--- src/rtl/afu_issue_pkg.sv ---
// Shared types and sizes for the EXE-stage ALU issue path.
// Holds operand widths, ALU op/select encodings and the ID->EXE issue bundle.
package afu_issue_pkg;

    localparam int RSZ        = 32;
    localparam int PC_SZ      = 32;
    localparam int AFU_CNT_SZ = 32;
    localparam int RA_SZ      = 5;

    typedef enum logic [3:0] {
        A_ADD, A_SUB, A_SLL, A_SRL, A_SRA,
        A_AND, A_OR,  A_XOR, A_SLT, A_SLTU
    } ALU_OP_TYPE;

    typedef enum logic [1:0] {
        AM_RS1, AM_RS2, AM_IMM, AM_PC
    } ALU_SEL_TYPE;

    typedef struct packed {
        logic [RSZ-1:0]   Rs1_data;
        logic [RSZ-1:0]   Rs2_data;
        logic [RSZ-1:0]   imm;
        logic [PC_SZ-1:0] pc;
        ALU_SEL_TYPE      sel_x;
        ALU_SEL_TYPE      sel_y;
        ALU_OP_TYPE       op;
        logic [RA_SZ-1:0] rs1_addr;
        logic [RA_SZ-1:0] rs2_addr;
        logic [RA_SZ-1:0] rd_addr;
    } AFU_ISSUE_TYPE;

    // x0 is hard-wired zero, so it never takes a forwarded value.
    function automatic logic fwd_hit(
        input logic             b_valid,
        input logic [RA_SZ-1:0] b_rd,
        input logic [RA_SZ-1:0] src
    );
        return b_valid && (b_rd != '0) && (src == b_rd);
    endfunction

endpackage

--- src/rtl/AFU_intf.sv ---
// Bus between the EXE issue controller (master) and the ALU functional unit (slave).
// Master drives operands, selects and op; slave returns Rd_data combinationally.
interface AFU_intf;
    import afu_issue_pkg::*;

    logic [RSZ-1:0]   Rs1_data;
    logic [RSZ-1:0]   Rs2_data;
    logic [RSZ-1:0]   imm;
    logic [PC_SZ-1:0] pc;
    ALU_SEL_TYPE      sel_x;
    ALU_SEL_TYPE      sel_y;
    ALU_OP_TYPE       op;
    logic [RSZ-1:0]   Rd_data;

    modport master (
        output Rs1_data, Rs2_data, imm, pc, sel_x, sel_y, op,
        input  Rd_data
    );

    modport slave (
        input  Rs1_data, Rs2_data, imm, pc, sel_x, sel_y, op,
        output Rd_data
    );

endinterface

--- src/rtl/afu_fwd_mux.sv ---
// Per-operand bypass from result register B into the ALU operand path.
// Ports: B valid/rd/data, source reg addr/data in; selected operand out. Exists only with ALU_FWD_EN.
`ifdef ALU_FWD_EN
module afu_fwd_mux
    import afu_issue_pkg::*;
(
    input  logic             b_valid,
    input  logic [RA_SZ-1:0] b_rd_addr,
    input  logic [RSZ-1:0]   b_rd_data,
    input  logic [RA_SZ-1:0] src_addr,
    input  logic [RSZ-1:0]   src_data,
    output logic [RSZ-1:0]   fwd_data
);

    always_comb begin
        fwd_data = src_data;
        if (fwd_hit(b_valid, b_rd_addr, src_addr)) begin
            fwd_data = b_rd_data;
        end
    end

endmodule
`endif

--- src/rtl/afu_issue.sv ---
// EXE-stage ALU issue controller: ID op -> register A -> ALU bus -> result register B -> MEM/WB.
// Ports: clk_in, reset_in (sync, high), flush; id_valid/id_rdy/id_info; afu_bus (AFU_intf.master);
// exe_valid/exe_rdy/exe_rd_addr/exe_rd_data; alu_cnt. Optional B->A forwarding under ALU_FWD_EN.
module afu_issue
    import afu_issue_pkg::*;
#(
    parameter int CNT_SZ = AFU_CNT_SZ
)(
    input  logic              clk_in,
    input  logic              reset_in,
    input  logic              flush,
    input  logic              id_valid,
    output logic              id_rdy,
    input  AFU_ISSUE_TYPE     id_info,
    AFU_intf.master           afu_bus,
    output logic              exe_valid,
    input  logic              exe_rdy,
    output logic [RA_SZ-1:0]  exe_rd_addr,
    output logic [RSZ-1:0]    exe_rd_data,
    output logic [CNT_SZ-1:0] alu_cnt
);

    logic              a_valid_q, a_valid_d;
    AFU_ISSUE_TYPE     a_q, a_d;
    logic              b_valid_q, b_valid_d;
    logic [RA_SZ-1:0]  b_rd_addr_q, b_rd_addr_d;
    logic [RSZ-1:0]    b_rd_data_q, b_rd_data_d;
    logic [CNT_SZ-1:0] cnt_q, cnt_d;

    logic b_take;
    logic b_load;
    logic accept;

    logic [RSZ-1:0] rs1_data;
    logic [RSZ-1:0] rs2_data;

    assign b_take = b_valid_q & exe_rdy;
    assign b_load = a_valid_q & (~b_valid_q | b_take);
    assign id_rdy = ~a_valid_q | b_load;
    assign accept = id_valid & id_rdy;

`ifdef ALU_FWD_EN
    afu_fwd_mux u_fwd_rs1 (
        .b_valid   (b_valid_q),
        .b_rd_addr (b_rd_addr_q),
        .b_rd_data (b_rd_data_q),
        .src_addr  (a_q.rs1_addr),
        .src_data  (a_q.Rs1_data),
        .fwd_data  (rs1_data)
    );

    afu_fwd_mux u_fwd_rs2 (
        .b_valid   (b_valid_q),
        .b_rd_addr (b_rd_addr_q),
        .b_rd_data (b_rd_data_q),
        .src_addr  (a_q.rs2_addr),
        .src_data  (a_q.Rs2_data),
        .fwd_data  (rs2_data)
    );
`else
    // Without bypass ID resolves hazards, so source addresses are dead here.
    logic fwd_unused;
    assign fwd_unused = ^{a_q.rs1_addr, a_q.rs2_addr};
    assign rs1_data   = a_q.Rs1_data;
    assign rs2_data   = a_q.Rs2_data;
`endif

    assign afu_bus.Rs1_data = rs1_data;
    assign afu_bus.Rs2_data = rs2_data;
    assign afu_bus.imm      = a_q.imm;
    assign afu_bus.pc       = a_q.pc;
    assign afu_bus.sel_x    = a_q.sel_x;
    assign afu_bus.sel_y    = a_q.sel_y;
    assign afu_bus.op       = a_q.op;

    assign exe_valid   = b_valid_q;
    assign exe_rd_addr = b_rd_addr_q;
    assign exe_rd_data = b_rd_data_q;
    assign alu_cnt     = cnt_q;

    always_comb begin
        a_valid_d   = a_valid_q;
        a_d         = a_q;
        b_valid_d   = b_valid_q;
        b_rd_addr_d = b_rd_addr_q;
        b_rd_data_d = b_rd_data_q;
        cnt_d       = cnt_q;

        // A take still counts under flush: downstream already has it.
        if (b_take) begin
            cnt_d = cnt_q + CNT_SZ'(1);
        end

        if (flush) begin
            a_valid_d = 1'b0;
            b_valid_d = 1'b0;
        end else begin
            if (b_load) begin
                b_valid_d   = 1'b1;
                b_rd_addr_d = a_q.rd_addr;
                b_rd_data_d = afu_bus.Rd_data;
            end else if (b_take) begin
                b_valid_d = 1'b0;
            end

            if (accept) begin
                a_valid_d = 1'b1;
                a_d       = id_info;
            end else if (b_load) begin
                a_valid_d = 1'b0;
            end
        end
    end

    always_ff @(posedge clk_in) begin
        if (reset_in) begin
            a_valid_q   <= 1'b0;
            a_q         <= '0;
            b_valid_q   <= 1'b0;
            b_rd_addr_q <= '0;
            b_rd_data_q <= '0;
            cnt_q       <= '0;
        end else begin
            a_valid_q   <= a_valid_d;
            a_q         <= a_d;
            b_valid_q   <= b_valid_d;
            b_rd_addr_q <= b_rd_addr_d;
            b_rd_data_q <= b_rd_data_d;
            cnt_q       <= cnt_d;
        end
    end

endmodule

--- src/flat_wrapper.sv ---
// flat-port wrapper written by rule: the top's interface ports become plain ports
module afu_issue_flat import afu_issue_pkg::*;
#(
    parameter int CNT_SZ = AFU_CNT_SZ
)
  (clk_in, reset_in, flush, id_valid, id_rdy, id_info, exe_valid, exe_rdy, exe_rd_addr, exe_rd_data, alu_cnt, afu_bus_Rs1_data, afu_bus_Rs2_data, afu_bus_imm, afu_bus_pc, afu_bus_sel_x, afu_bus_sel_y, afu_bus_op, afu_bus_Rd_data);
  AFU_intf afu_bus_i ();
  input  logic clk_in;
  input  logic reset_in;
  input  logic flush;
  input  logic id_valid;
  output logic id_rdy;
  input  AFU_ISSUE_TYPE id_info;
  output logic exe_valid;
  input  logic exe_rdy;
  output logic [RA_SZ-1:0] exe_rd_addr;
  output logic [RSZ-1:0] exe_rd_data;
  output logic [CNT_SZ-1:0] alu_cnt;
  output wire logic [$bits(afu_bus_i.Rs1_data)-1:0] afu_bus_Rs1_data;
  output wire logic [$bits(afu_bus_i.Rs2_data)-1:0] afu_bus_Rs2_data;
  output wire logic [$bits(afu_bus_i.imm)-1:0] afu_bus_imm;
  output wire logic [$bits(afu_bus_i.pc)-1:0] afu_bus_pc;
  output wire logic [$bits(afu_bus_i.sel_x)-1:0] afu_bus_sel_x;
  output wire logic [$bits(afu_bus_i.sel_y)-1:0] afu_bus_sel_y;
  output wire logic [$bits(afu_bus_i.op)-1:0] afu_bus_op;
  input wire logic [$bits(afu_bus_i.Rd_data)-1:0] afu_bus_Rd_data;
  assign afu_bus_Rs1_data = afu_bus_i.Rs1_data;
  assign afu_bus_Rs2_data = afu_bus_i.Rs2_data;
  assign afu_bus_imm = afu_bus_i.imm;
  assign afu_bus_pc = afu_bus_i.pc;
  assign afu_bus_sel_x = afu_bus_i.sel_x;
  assign afu_bus_sel_y = afu_bus_i.sel_y;
  assign afu_bus_op = afu_bus_i.op;
  assign afu_bus_i.Rd_data = afu_bus_Rd_data;
  afu_issue #(.CNT_SZ(CNT_SZ)) u_core (.clk_in(clk_in), .reset_in(reset_in), .flush(flush), .id_valid(id_valid), .id_rdy(id_rdy), .id_info(id_info), .afu_bus(afu_bus_i), .exe_valid(exe_valid), .exe_rdy(exe_rdy), .exe_rd_addr(exe_rd_addr), .exe_rd_data(exe_rd_data), .alu_cnt(alu_cnt));
endmodule
--- config.mk ---
export PLATFORM = sky130hd
export DESIGN_NAME = afu_issue_flat
export DESIGN_NICKNAME = d
export VERILOG_FILES = /design/src/rtl/afu_issue_pkg.sv /design/src/rtl/AFU_intf.sv /design/src/rtl/afu_fwd_mux.sv /design/src/rtl/afu_issue.sv /design/src/flat_wrapper.sv
export SDC_FILE = /design/constraint.sdc
export NUM_CORES = 1
export LEC_CHECK = 0
export CAP_MARGIN = 30
export CELL_PAD_IN_SITES_DETAIL_PLACEMENT = 0
export CELL_PAD_IN_SITES_GLOBAL_PLACEMENT = 1
export CORE_MARGIN = 2
export CORE_UTILIZATION = 29
export DETAILED_ROUTE_END_ITERATION = 6
export GPL_TIMING_DRIVEN = 0
export HOLD_SLACK_MARGIN = 0.06
export PLACE_DENSITY_LB_ADDON = 0.1
export SYNTH_ARGS = -nofsm -noshare
export SYNTH_HDL_FRONTEND = slang
export SYNTH_HIERARCHICAL = 1
export SYNTH_SLANG_ARGS = --single-unit
--- constraint.sdc ---
create_clock -name clk_in -period 2.3 [get_ports clk_in]
set_input_delay 0.575 -clock clk_in [delete_from_list [all_inputs] [get_ports clk_in]]
set_output_delay 0.575 -clock clk_in [all_outputs]
set_load 0.02 [all_outputs]
==> reports/summary.txt <==
1st-iter DRT viols: 349
slowest stage delay, CP: 0.66 ns
die height: 177 um
post-synth top area share: 48.8%
first-pass GRT wire length: 44300 um
XOR/XNOR Fraction of Synth Area: 1.01%
Routability Congestion: 0.756
DRC errors left: 0
Required @ worst endpoint: 1.73 ns
Bufs on Longest Clock Path: 3
Setup Viol. Count Final: 0
CTS tree: done
status: complete, no violations
Worst-path clk slew: 0.06 ns
Final Cycle Share: 96.2%
Routed WL per cell: 15.4 um
core area: 0.0296 mm2
Worst Tran Pin Value: 0.696 ns
complex-gate fraction of the synthesized area: 12.8%
max cap viols: 0
Post-Syn Instances: 1100
GR Overflow Total: 0
Setup crit end kind: output port
final net count: 1701
first-pass detailed-route iteration total: 5
fraction of layout cells with a size suffix above 1: 13.5%
Die W: 177 um
vias: 8301
Layout Utilization: 47.0%
Pleak: 5.22 nW
Final Hold Fails: 0
routed vias/inst: 4.32
WP depth: 1
metal3 WL: 3150 um
Max Clk Rate: 452 MHz
Setup Crit Path Kind: reg2out
Highest Signal Layer: met4
simple-gate area share of the yosys netlist: 21.9%
Clock Latency Late Sink: 0.52 ns
Tmin final: 2.21 ns
Synth-to-Final Area Change: 59.9%
Crit path buffers/inverters: 1
Net Count, Synth: 1289
pwr/cell area: 650 mW/mm2
clock root buffer: clkbuf_16
row count: 63
Slew HR: 53.6%
Antenna Nets Post-Route: 0
Synth Cell Area: 0.00869 mm2
crit-path cells: clkdlybuf4s50_1
number of global-route vias before repair: 8014
Metal-1 WL: 12100 um
worst-path maximum fanout: 6
# H-tree levels: 1
pre-CTS WS: -1.02 ns
largest cells by area after synthesis: dfxtp_1 49%, nand2_1 16%, buf_4 12%
area leader, netlist: dfxtp_1
critical path arrival: 1.64 ns
total negative setup slack: 0 ns
dpl hpwl: 21900 um
final wirelength: 29600 um
Pwr Total: 0.00903 W
post-synthesis adder-cell area fraction: 0.144%
CTS Sinks: 212
largest net degree at the start of global routing: 13
WHS Path Cells: 2
Layout Skew: 0.00981 ns
CTS buffer count: 26
IO Pins: 395
combinational family with the most area after synthesis: simple AND/OR/NAND/NOR gates
Die ar.: 0.0314 mm2
cell family with most CP delay: buffers and inverters
slowest cell on the critical path: clkdlybuf4s50_1
Final Max Slew Viols: 0
VDD IR max: 0.435 mV
HP Class: reg2reg
Buffers on Ports: 383
register area share after synthesis: 48.8%
FF+latch count, synth: 212
RSZ-0062 raised after global routing: no
Initial Utilization: 29.4%
worst setup margin: 0.0879 ns
Synthesis Warnings: 6
initial antenna violation count: 1
routed length on met2: 13800 um
Netlist cell types: 32
mux share of post-synthesis cell area: 0.518%
hold_ws: 0.451 ns
gr usage total: 18.0%
startpoint types: flip-flop
Post-Syn Area per Cell: 7.90 um2
Worst Reg-to-Reg Cells: 6
[cells in the mapped netlist (all sizes together)]
cell type and number:
nor2b 3, or3b 1, and3b 1, nand3 10, a21oi 196, and4 6
o21ba 1, o31a 1, clkbuf 65, mux2 4, or2 1, ha 1
dfxtp 212, nor3 4, o31ai 12, nand2 370, and2b 1, nand3b 2
or3 6, buf 139, nor3b 1, nor2 17, or4 16, nand4 11
nor4 3, inv 2, xnor2 3, xor2 7, o21ai 4
[power by group]
part | internal, W | leakage, nW | switching [W] | total, W
Sequential | 0.00380 | 1.73 | 0.0000623 | 0.00386
Clock | 0.00239 | 0.398 | 0.00156 | 0.00395
Combinational | 0.000678 | 3.09 | 0.000541 | 0.00122
Total | 0.00687 | 5.22 | 0.00216 | 0.00903
[cell usage in the layout (no fill, tap or decap), drive strengths merged]
cell type / instances
and4: 6
inv: 2
o21ai: 4
a21oi: 196
or3b: 1
xnor2: 3
mux2: 4
nand4: 11
nand3: 10
bufinv: 1
nand3b: 2
o31ai: 12
nor3: 4
nand2: 370
o21ba: 1
clkbuf: 107
nor2b: 3
and3b: 1
or2: 1
buf: 141
or4: 16
dlymetal6s2s: 3
xor2: 7
clkdlybuf4s50: 379
and2b: 1
o31a: 1
or3: 6
clkdlybuf4s15: 1
nor2: 17
ha: 1
dfxtp: 212
nor4: 3
nor3b: 1
diode: 1
clkinv: 2
[timing repair]
action | 4_1_cts | 5_1_grt
hold buffers | 0 | 0
buffers inserted | 0 | 2
endpoints found under the setup margin | 116 | 133
gates cloned | 0 | 0
gates resized for setup | 19 | 17
pin swaps | 0 | 1
[stage by stage]
stage / cells / cell area [um2]
floorplan: 1100 / 8690
global placement: 1873 / 13000
detailed placement: 1873 / 13000
CTS: 1919 / 13900
global route: 1920 / 13900
finish: 1921 / 13900
[worst paths after layout]
path | from | endpoint | slack (ns)
hold / removal | u_core/afu_bus.pc[0] | u_core/afu_bus.pc[0] | 0.45
setup reg to reg | u_core/alu_cnt[5] | u_core/alu_cnt[21] | 0.12
setup / recovery | u_core/alu_cnt[8] | alu_cnt[8] | 0.09
hold reg to reg | u_core/afu_bus.pc[0] | u_core/afu_bus.pc[0] | 0.45
[sequential cells by signal, summed over array words and instances, names as in the netlist]
name / flops
u_core/afu_bus.Rs1_data: 32
u_core/afu_bus.Rs2_data: 32
u_core/afu_bus.imm: 32
u_core/afu_bus.pc: 32
u_core/alu_cnt: 32
u_core/exe_rd_data: 32
u_core/a_q: 5
u_core/exe_rd_addr: 5
u_core/afu_bus.op: 4
u_core/afu_bus.sel_x: 2
u_core/afu_bus.sel_y: 2
u_core/a_valid_q: 1
u_core/exe_valid: 1
[kinds of logic after synthesis]
group	count (synthesis)
muxes	4
buffers and inverters	206
adders and majority gates	1
and+or+nand+nor	453
AOI/OAI and AO/OA	214
xor gates and xnor gates	10
DFF	212
[area by class of cell]
class	count	area, um2
timing repair buffer	385	3860
clock inverter	3	40.0
tap	390	488
clock buffer	43	776
antenna	1	2.50
multi-input combinational	682	3170
fill	2989	15700
inverter	2	7.51
sequential	212	4250
buffer	203	1300
[per-layer routing]
layer,up-vias,global-route usage [%]
met3,36,7.71
li1,4303,-
met4,0,4.17
met5,-,0
met1,3705,21.3
met2,257,30.2
(Power assumes the default switching activity.)
